<file path="config.mk">
export PLATFORM = sky130hd
export DESIGN_NAME = leros_decode_flat
export DESIGN_NICKNAME = d
export VERILOG_FILES = /design/src/rtl/leros_decode_if.sv /design/src/rtl/leros_decode.sv /design/src/flat_wrapper.sv
export SDC_FILE = /design/constraint.sdc
export NUM_CORES = 1
export LEC_CHECK = 0
export ABC_AREA = 1
export BUFFER_PORTS_ARGS = -buffer_cell sky130_fd_sc_hd__buf_2
export CAP_MARGIN = 10
export CELL_PAD_IN_SITES_DETAIL_PLACEMENT = 1
export CELL_PAD_IN_SITES_GLOBAL_PLACEMENT = 2
export CORE_MARGIN = 2
export CORE_UTILIZATION = 29
export CTS_BUF_LIST = sky130_fd_sc_hd__clkbuf_4
export CTS_CLUSTER_SIZE = 16
export DETAILED_ROUTE_END_ITERATION = 16
export HOLD_SLACK_MARGIN = 0.02
export PLACE_DENSITY_LB_ADDON = 0.1
export SYNTH_ARGS = -nofsm -noshare
export SYNTH_HDL_FRONTEND = slang
export SYNTH_SLANG_ARGS = --single-unit
</file>
<file path="constraint.sdc">
create_clock -name clock -period 4.9 [get_ports clock]
set_clock_uncertainty 0.15 [all_clocks]
set_input_delay 0.49 -clock clock [delete_from_list [all_inputs] [get_ports clock]]
set_output_delay 0.49 -clock clock [all_outputs]
set_load 0.005 [all_outputs]
</file>
<file path="src/rtl/leros_decode_if.sv">
// Bus between the Leros fetch/decode sequencer and its surroundings:
// instruction ROM, register RAM and the accumulator ALU.
interface leros_decode_if #(
    parameter int DATA_W = 32,
    parameter int PC_W   = 8
) ();
    logic              run;
    logic [PC_W-1:0]   imem_addr;
    logic [15:0]       imem_rdata;
    logic [7:0]        dmem_addr;
    logic [DATA_W-1:0] dmem_rdata;
    logic [DATA_W-1:0] accu;
    logic [2:0]        op;
    logic [DATA_W-1:0] din;
    logic              ena;
    logic [PC_W-1:0]   pc;
    logic              halted;
    logic              illegal;

    // Environment side: memories, ALU and the run control.
    modport master (
        output run, imem_rdata, dmem_rdata, accu,
        input  imem_addr, dmem_addr, op, din, ena, pc, halted, illegal
    );

    // Sequencer side.
    modport slave (
        input  run, imem_rdata, dmem_rdata, accu,
        output imem_addr, dmem_addr, op, din, ena, pc, halted, illegal
    );
endinterface

</file>
<file path="src/rtl/leros_decode.sv">
// Leros instruction fetch/decode sequencer. Walks FETCH -> DECODE ->
// (MEM) -> EXEC, driving one ALU enable pulse per ALU instruction and
// resolving branches against the current accumulator.
module leros_decode #(
    parameter int DATA_W = 32,
    parameter int PC_W   = 8
) (
    input  logic          clock,
    input  logic          reset,
    leros_decode_if.slave bus
);
    typedef enum logic [2:0] {
        S_FETCH, S_DECODE, S_MEM, S_EXEC, S_HALT
    } state_t;

    typedef enum logic [2:0] {
        C_NOP, C_REG, C_IMM, C_SHR, C_BR, C_BRZ, C_BRNZ, C_HALT
    } class_t;

    state_t            state_q, state_d;
    logic [PC_W-1:0]   pc_q, pc_d;
    logic [15:0]       instr_q, instr_d;
    logic [7:0]        dmemAddr_q, dmemAddr_d;
    logic [2:0]        op_q, op_d;
    logic [DATA_W-1:0] din_q, din_d;
    logic              ena_q, ena_d;

    logic [15:0]       curInstr;
    logic [7:0]        operand;
    class_t            instrClass;
    logic [2:0]        aluOp;
    logic              signExt;
    logic              isIllegal;
    logic [DATA_W-1:0] immValue;
    logic [PC_W-1:0]   branchTarget;

    // The instruction is only on the ROM bus during DECODE; later states use the latched copy.
    assign curInstr     = (state_q == S_DECODE) ? bus.imem_rdata : instr_q;
    assign operand      = curInstr[7:0];
    assign immValue     = signExt ? DATA_W'($signed(operand)) : DATA_W'(operand);
    assign branchTarget = pc_q + PC_W'($signed(operand));

    // Classify the opcode and pick the ALU operation and immediate extension.
    always_comb begin
        instrClass = C_NOP;
        aluOp      = 3'd0;
        signExt    = 1'b0;
        isIllegal  = 1'b0;
        case (curInstr[15:8])
            8'h00: instrClass = C_NOP;
            8'h08: begin instrClass = C_REG; aluOp = 3'd1; end
            8'h09: begin instrClass = C_IMM; aluOp = 3'd1; signExt = 1'b1; end
            8'h0C: begin instrClass = C_REG; aluOp = 3'd2; end
            8'h0D: begin instrClass = C_IMM; aluOp = 3'd2; signExt = 1'b1; end
            8'h10: begin instrClass = C_SHR; aluOp = 3'd6; end
            8'h20: begin instrClass = C_REG; aluOp = 3'd7; end
            8'h21: begin instrClass = C_IMM; aluOp = 3'd7; signExt = 1'b1; end
            8'h22: begin instrClass = C_REG; aluOp = 3'd3; end
            8'h23: begin instrClass = C_IMM; aluOp = 3'd3; end
            8'h24: begin instrClass = C_REG; aluOp = 3'd4; end
            8'h25: begin instrClass = C_IMM; aluOp = 3'd4; end
            8'h26: begin instrClass = C_REG; aluOp = 3'd5; end
            8'h27: begin instrClass = C_IMM; aluOp = 3'd5; end
            8'h40: instrClass = C_BR;
            8'h48: instrClass = C_BRZ;
            8'h49: instrClass = C_BRNZ;
            8'hFF: instrClass = C_HALT;
            default: isIllegal = 1'b1;
        endcase
    end

    // Next-state, PC and ALU-drive logic; op/din/ena only load on the edge into EXEC.
    always_comb begin
        state_d    = state_q;
        pc_d       = pc_q;
        instr_d    = instr_q;
        dmemAddr_d = dmemAddr_q;
        op_d       = 3'd0;
        din_d      = din_q;
        ena_d      = 1'b0;
        case (state_q)
            S_FETCH: begin
                if (bus.run) begin
                    state_d = S_DECODE;
                end
            end
            S_DECODE: begin
                instr_d = bus.imem_rdata;
                pc_d    = pc_q + PC_W'(1);
                state_d = S_FETCH;
                case (instrClass)
                    C_REG: begin
                        dmemAddr_d = operand;
                        state_d    = S_MEM;
                    end
                    C_IMM: begin
                        state_d = S_EXEC;
                        ena_d   = 1'b1;
                        op_d    = aluOp;
                        din_d   = immValue;
                    end
                    C_SHR: begin
                        state_d = S_EXEC;
                        ena_d   = 1'b1;
                        op_d    = aluOp;
                        din_d   = '0;
                    end
                    C_BR: pc_d = branchTarget;
                    C_BRZ: begin
                        if (bus.accu == '0) begin
                            pc_d = branchTarget;
                        end
                    end
                    C_BRNZ: begin
                        if (bus.accu != '0) begin
                            pc_d = branchTarget;
                        end
                    end
                    C_HALT: begin
                        pc_d    = pc_q;
                        state_d = S_HALT;
                    end
                    default: state_d = S_FETCH;
                endcase
            end
            S_MEM: begin
                state_d = S_EXEC;
                ena_d   = 1'b1;
                op_d    = aluOp;
                din_d   = bus.dmem_rdata;
            end
            S_EXEC: state_d = S_FETCH;
            S_HALT: state_d = S_HALT;
            default: state_d = S_FETCH;
        endcase
    end

    // State and datapath registers with synchronous reset.
    always_ff @(posedge clock) begin
        if (reset) begin
            state_q    <= S_FETCH;
            pc_q       <= '0;
            instr_q    <= '0;
            dmemAddr_q <= '0;
            op_q       <= 3'd0;
            din_q      <= '0;
            ena_q      <= 1'b0;
        end else begin
            state_q    <= state_d;
            pc_q       <= pc_d;
            instr_q    <= instr_d;
            dmemAddr_q <= dmemAddr_d;
            op_q       <= op_d;
            din_q      <= din_d;
            ena_q      <= ena_d;
        end
    end

    assign bus.imem_addr = pc_q;
    assign bus.pc        = pc_q;
    assign bus.dmem_addr = dmemAddr_q;
    assign bus.op        = op_q;
    assign bus.din       = din_q;
    assign bus.ena       = ena_q;
    assign bus.halted    = (state_q == S_HALT);
    assign bus.illegal   = (state_q == S_DECODE) && isIllegal;
endmodule
</file>
<file path="src/flat_wrapper.sv">
// flat-port wrapper written by rule: the top's interface ports become plain ports
module leros_decode_flat 
#(
    parameter int DATA_W = 32,
    parameter int PC_W   = 8
)
  (clock, reset, bus_run, bus_imem_rdata, bus_dmem_rdata, bus_accu, bus_imem_addr, bus_dmem_addr, bus_op, bus_din, bus_ena, bus_pc, bus_halted, bus_illegal);
  leros_decode_if #(.DATA_W(DATA_W), .PC_W(PC_W)) bus_i ();
  input  logic clock;
  input  logic reset;
  input wire logic [$bits(bus_i.run)-1:0] bus_run;
  input wire logic [$bits(bus_i.imem_rdata)-1:0] bus_imem_rdata;
  input wire logic [$bits(bus_i.dmem_rdata)-1:0] bus_dmem_rdata;
  input wire logic [$bits(bus_i.accu)-1:0] bus_accu;
  output wire logic [$bits(bus_i.imem_addr)-1:0] bus_imem_addr;
  output wire logic [$bits(bus_i.dmem_addr)-1:0] bus_dmem_addr;
  output wire logic [$bits(bus_i.op)-1:0] bus_op;
  output wire logic [$bits(bus_i.din)-1:0] bus_din;
  output wire logic [$bits(bus_i.ena)-1:0] bus_ena;
  output wire logic [$bits(bus_i.pc)-1:0] bus_pc;
  output wire logic [$bits(bus_i.halted)-1:0] bus_halted;
  output wire logic [$bits(bus_i.illegal)-1:0] bus_illegal;
  assign bus_i.run = bus_run;
  assign bus_i.imem_rdata = bus_imem_rdata;
  assign bus_i.dmem_rdata = bus_dmem_rdata;
  assign bus_i.accu = bus_accu;
  assign bus_imem_addr = bus_i.imem_addr;
  assign bus_dmem_addr = bus_i.dmem_addr;
  assign bus_op = bus_i.op;
  assign bus_din = bus_i.din;
  assign bus_ena = bus_i.ena;
  assign bus_pc = bus_i.pc;
  assign bus_halted = bus_i.halted;
  assign bus_illegal = bus_i.illegal;
  leros_decode #(.DATA_W(DATA_W), .PC_W(PC_W)) u_core (.clock(clock), .reset(reset), .bus(bus_i));
endmodule
</file>
==> impl_metrics.ini <==
[run_status]
status = finished, final reports clean

[grt]
grt_pass1_vias = 5147
grtUsageMet2_pct = 34.07
top_usage_layer = met2
grt-ovfl-total = 0
antenna_found_initial = 1
met1_usage_pct = 25.84
use_met3_pct = 4.366
grt_first_pass_wirelength_um = 26110
grt_usage_pct = 19.89
grt_max_degree = 42

[final_layout]
seq_area_um2 = 1421
num-fill-cells = 2057
final_cell_count_no_fill = 1033
multiInputGateArea_um2 = 2631
final_common_cell = nand2_1
finalInstanceArea_um2 = 5406
final_cell_mix = nand2_1 (240), buf_2 (144), nor2_1 (80), nand3_1 (79), dfxtp_1 (71)
drive_gt1_share_pct = 23.82
syn2layout_area_growth_pct = 20.09
num-nets-final = 931

[synth]
ys_seq_area_share_pct = 31.57
synthSimpleGateAreaFrac_pct = 41.91
yosys_register_bits = 71
synth_area_um2 = 4502
synthCells = 718
synthesis.nets = 810
async_flop_share_pct = 0
ys_warn_count = 0
synth_top_family_by_area = simple AND/OR/NAND/NOR gates
muxShareOfSynthArea_pct = 0
synth_edf_count = 0
synth_compound_area_share_pct = 12.34
synth_cell_type_count = 36
synth.avg_cell_area_um2 = 6.270
synth-xor-area-share_pct = 1.362
synth_fa_ha_area_share_pct = 2.668
synth_top_flop_cell = dfxtp_1

[placed_design]
place_inst = 1016
dpl.hpwl_um = 11920
port-buffer-count = 144
gp_congestion = 0.8780
place_area_um2 = 5268

[worst_setup_path]
cp_cell_sequence = inv_2 > nand3_4 > inv_2 > or2_2 > o21ai_0 > inv_1 > ha_1 > fa_1 > nand3_1 > nand3_1 > or2_2 > nand2_1 > nand2_1 > o21ai_0 > nor2_1 > nor2_1 > nand3_1 > nand2_1 > a21oi_1
worst-path-max-fanout = 33
cp_slowest_stage_delay_ns = 0.43
crit_path_start_kind = flop
required_ns = 5.12
critical_path_arrival_ns = 3.95
rr_worst_depth = 19
crit_type = reg -> reg
cp_slowest_cell = fa_1
endpoint_kind = flop

[floorplan]
coreArea_um2 = 15200
die_w_um = 128.6
io_pins = 145
die_y_um = 128.6
initial_core_util_pct = 29.61
die_area_um2 = 16540
rows = 45

[timing]
slew_violations = 0
holdWs_ns = 0.1405
worst_slew_margin_rel_pct = 46.07
tns_ns = 0
timing.final.crit_share_pct = 76.11
finalSetupViolCount = 0
fmax_mhz = 268.1
worst_pin_slew_ns = 0.8090
rsz0062_at_grt = no
layout_min_cycle_time_ns = 3.730
hold_violations = 0

[power]
cellLeakagePower_nw = 2.797
power_density_nw_per_um2 = 255.7
power.total_mw = 1.383
vdd_drop_max_v = 0.0001460

[route]
drt.antenna.violating_nets = 0
vias_per_cell = 4.868
routed_wl_um = 16100
drtPass1Iterations = 6
drt_iter0_markers = 224
wl_per_cell_um = 15.58
num_vias = 5029
drcViolationCount = 0

[cts]
clock_latency_ns = 0.47
clockBufferDepth = 2
cts-htree-levels = 3
cts-resized-gates = 0
cts_sinks = 71
cts_hold_buf = 0
cts_setup_buffers = 0
cts_buffers = 9
root_buffer = clkbuf_4
cts_tree = built
clk_pin_slew_ns = 0.15

[min_path]
min_path_type = in -> reg
hold_depth = 3

[flow_run]
cap_viol_max_count = 0
[path summary, 6_finish.rpt]
kind | endpoint | slack, ns | startpoint
setup / recovery | u_core.bus.imem_addr[4] | 1.17 | u_core.state_q[2]
hold / removal | u_core.state_q[0] | 0.14 | bus_run
setup reg to reg | u_core.bus.imem_addr[4] | 1.17 | u_core.state_q[2]
hold reg to reg | u_core.bus.dmem_addr[1] | 0.32 | u_core.bus.dmem_addr[1]
[flip-flops by register name, indices dropped and copies added, names as in the netlist]
register and cells:
u_core.bus.op 3, u_core.bus.dmem_addr 8, u_core.bus.imem_addr 8, u_core.state_q 3
u_core.bus.din 32, u_core.bus.ena 1, u_core.instr_q 16
[synth_stat cells, types with 2 or more instances]
master / number / area share, %
inv_2: 6 / 0.50
nand3_2: 2 / 0.44
nand2_4: 4 / 1.0
ha_1: 8 / 2.2
nand3_1: 79 / 8.8
o211ai_1: 3 / 0.50
buf_6: 4 / 1.0
nor2_2: 2 / 0.28
nor2_1: 81 / 6.8
nand3b_1: 2 / 0.33
o21ai_0: 17 / 1.9
dfxtp_1: 71 / 32
o31ai_1: 9 / 1.5
buf_4: 11 / 1.8
nor2_4: 4 / 1.0
xor2_1: 7 / 1.4
o21ai_4: 2 / 0.72
a21oi_1: 57 / 6.3
or2_2: 8 / 1.1
clkinv_1: 2 / 0.17
nand4_1: 8 / 1.1
nand2_1: 240 / 20
o21ai_2: 4 / 0.78
buf_2: 2 / 0.22
nand2_2: 4 / 0.56
clkbuf_1: 19 / 1.6
inv_1: 53 / 4.4
[stage by stage]
stage / util [%] / setup WS, ns
2_1_floorplan: - / 1.720
3_3_place_gp: 34.65 / 1.328
3_5_place_dp: 34.65 / 1.171
4_1_cts: 35.55 / 1.172
5_1_grt: 35.56 / 0.7559
6_report: 35.56 / 1.170
[metal layers]
metal,share of wire [%],up-vias
li1,-,2546
met1,47,2390
met2,48,83
met3,3.8,10
met4,0.72,0
met5,0,-
[final cells by class]
type                    instances  share of cell area [%]
inverters                      61                   4.235
diodes                          1                 0.04629
well taps                     188                   4.351
repair buffers                148                   13.89
flip-flops and latches         71                   26.29
clock inverters                 6                   1.134
clock buffers                  10                   1.389
multi-input cells             548                   48.67
[kinds of logic (layout without fill, tap and decap cells)]
| logic type | after synthesis | after routing |
|---|---|---|
| and+or+nand+nor | 436 | 436 |
| buffers and inverters | 99 | 225 |
| AOI/OAI and AO/OA | 96 | 96 |
| DFF | 71 | 71 |
| adders and majority gates | 9 | 9 |
| xor gates and xnor gates | 7 | 7 |
| other | 0 | 1 |
[worst max-delay path: cells and delay by family, from the launching register on]
family | cells | cell delay [ns]
DFF | 1 | 0.39
AOI/OAI and AO/OA | 3 | 0.27
adders and majority gates | 2 | 0.67
and+or+nand+nor | 11 | 1.65
buffers and inverters | 3 | 0.51
[report_power, final]
| part | internal [mW] | switching [mW] | total, mW |
|---|---|---|---|
| combinational | 0.123 | 0.249 | 0.372 |
| sequential | 0.598 | 0.0144 | 0.612 |
| clock | 0.160 | 0.238 | 0.398 |
| total | 0.881 | 0.502 | 1.38 |
Power figures use the tool's default switching activity.
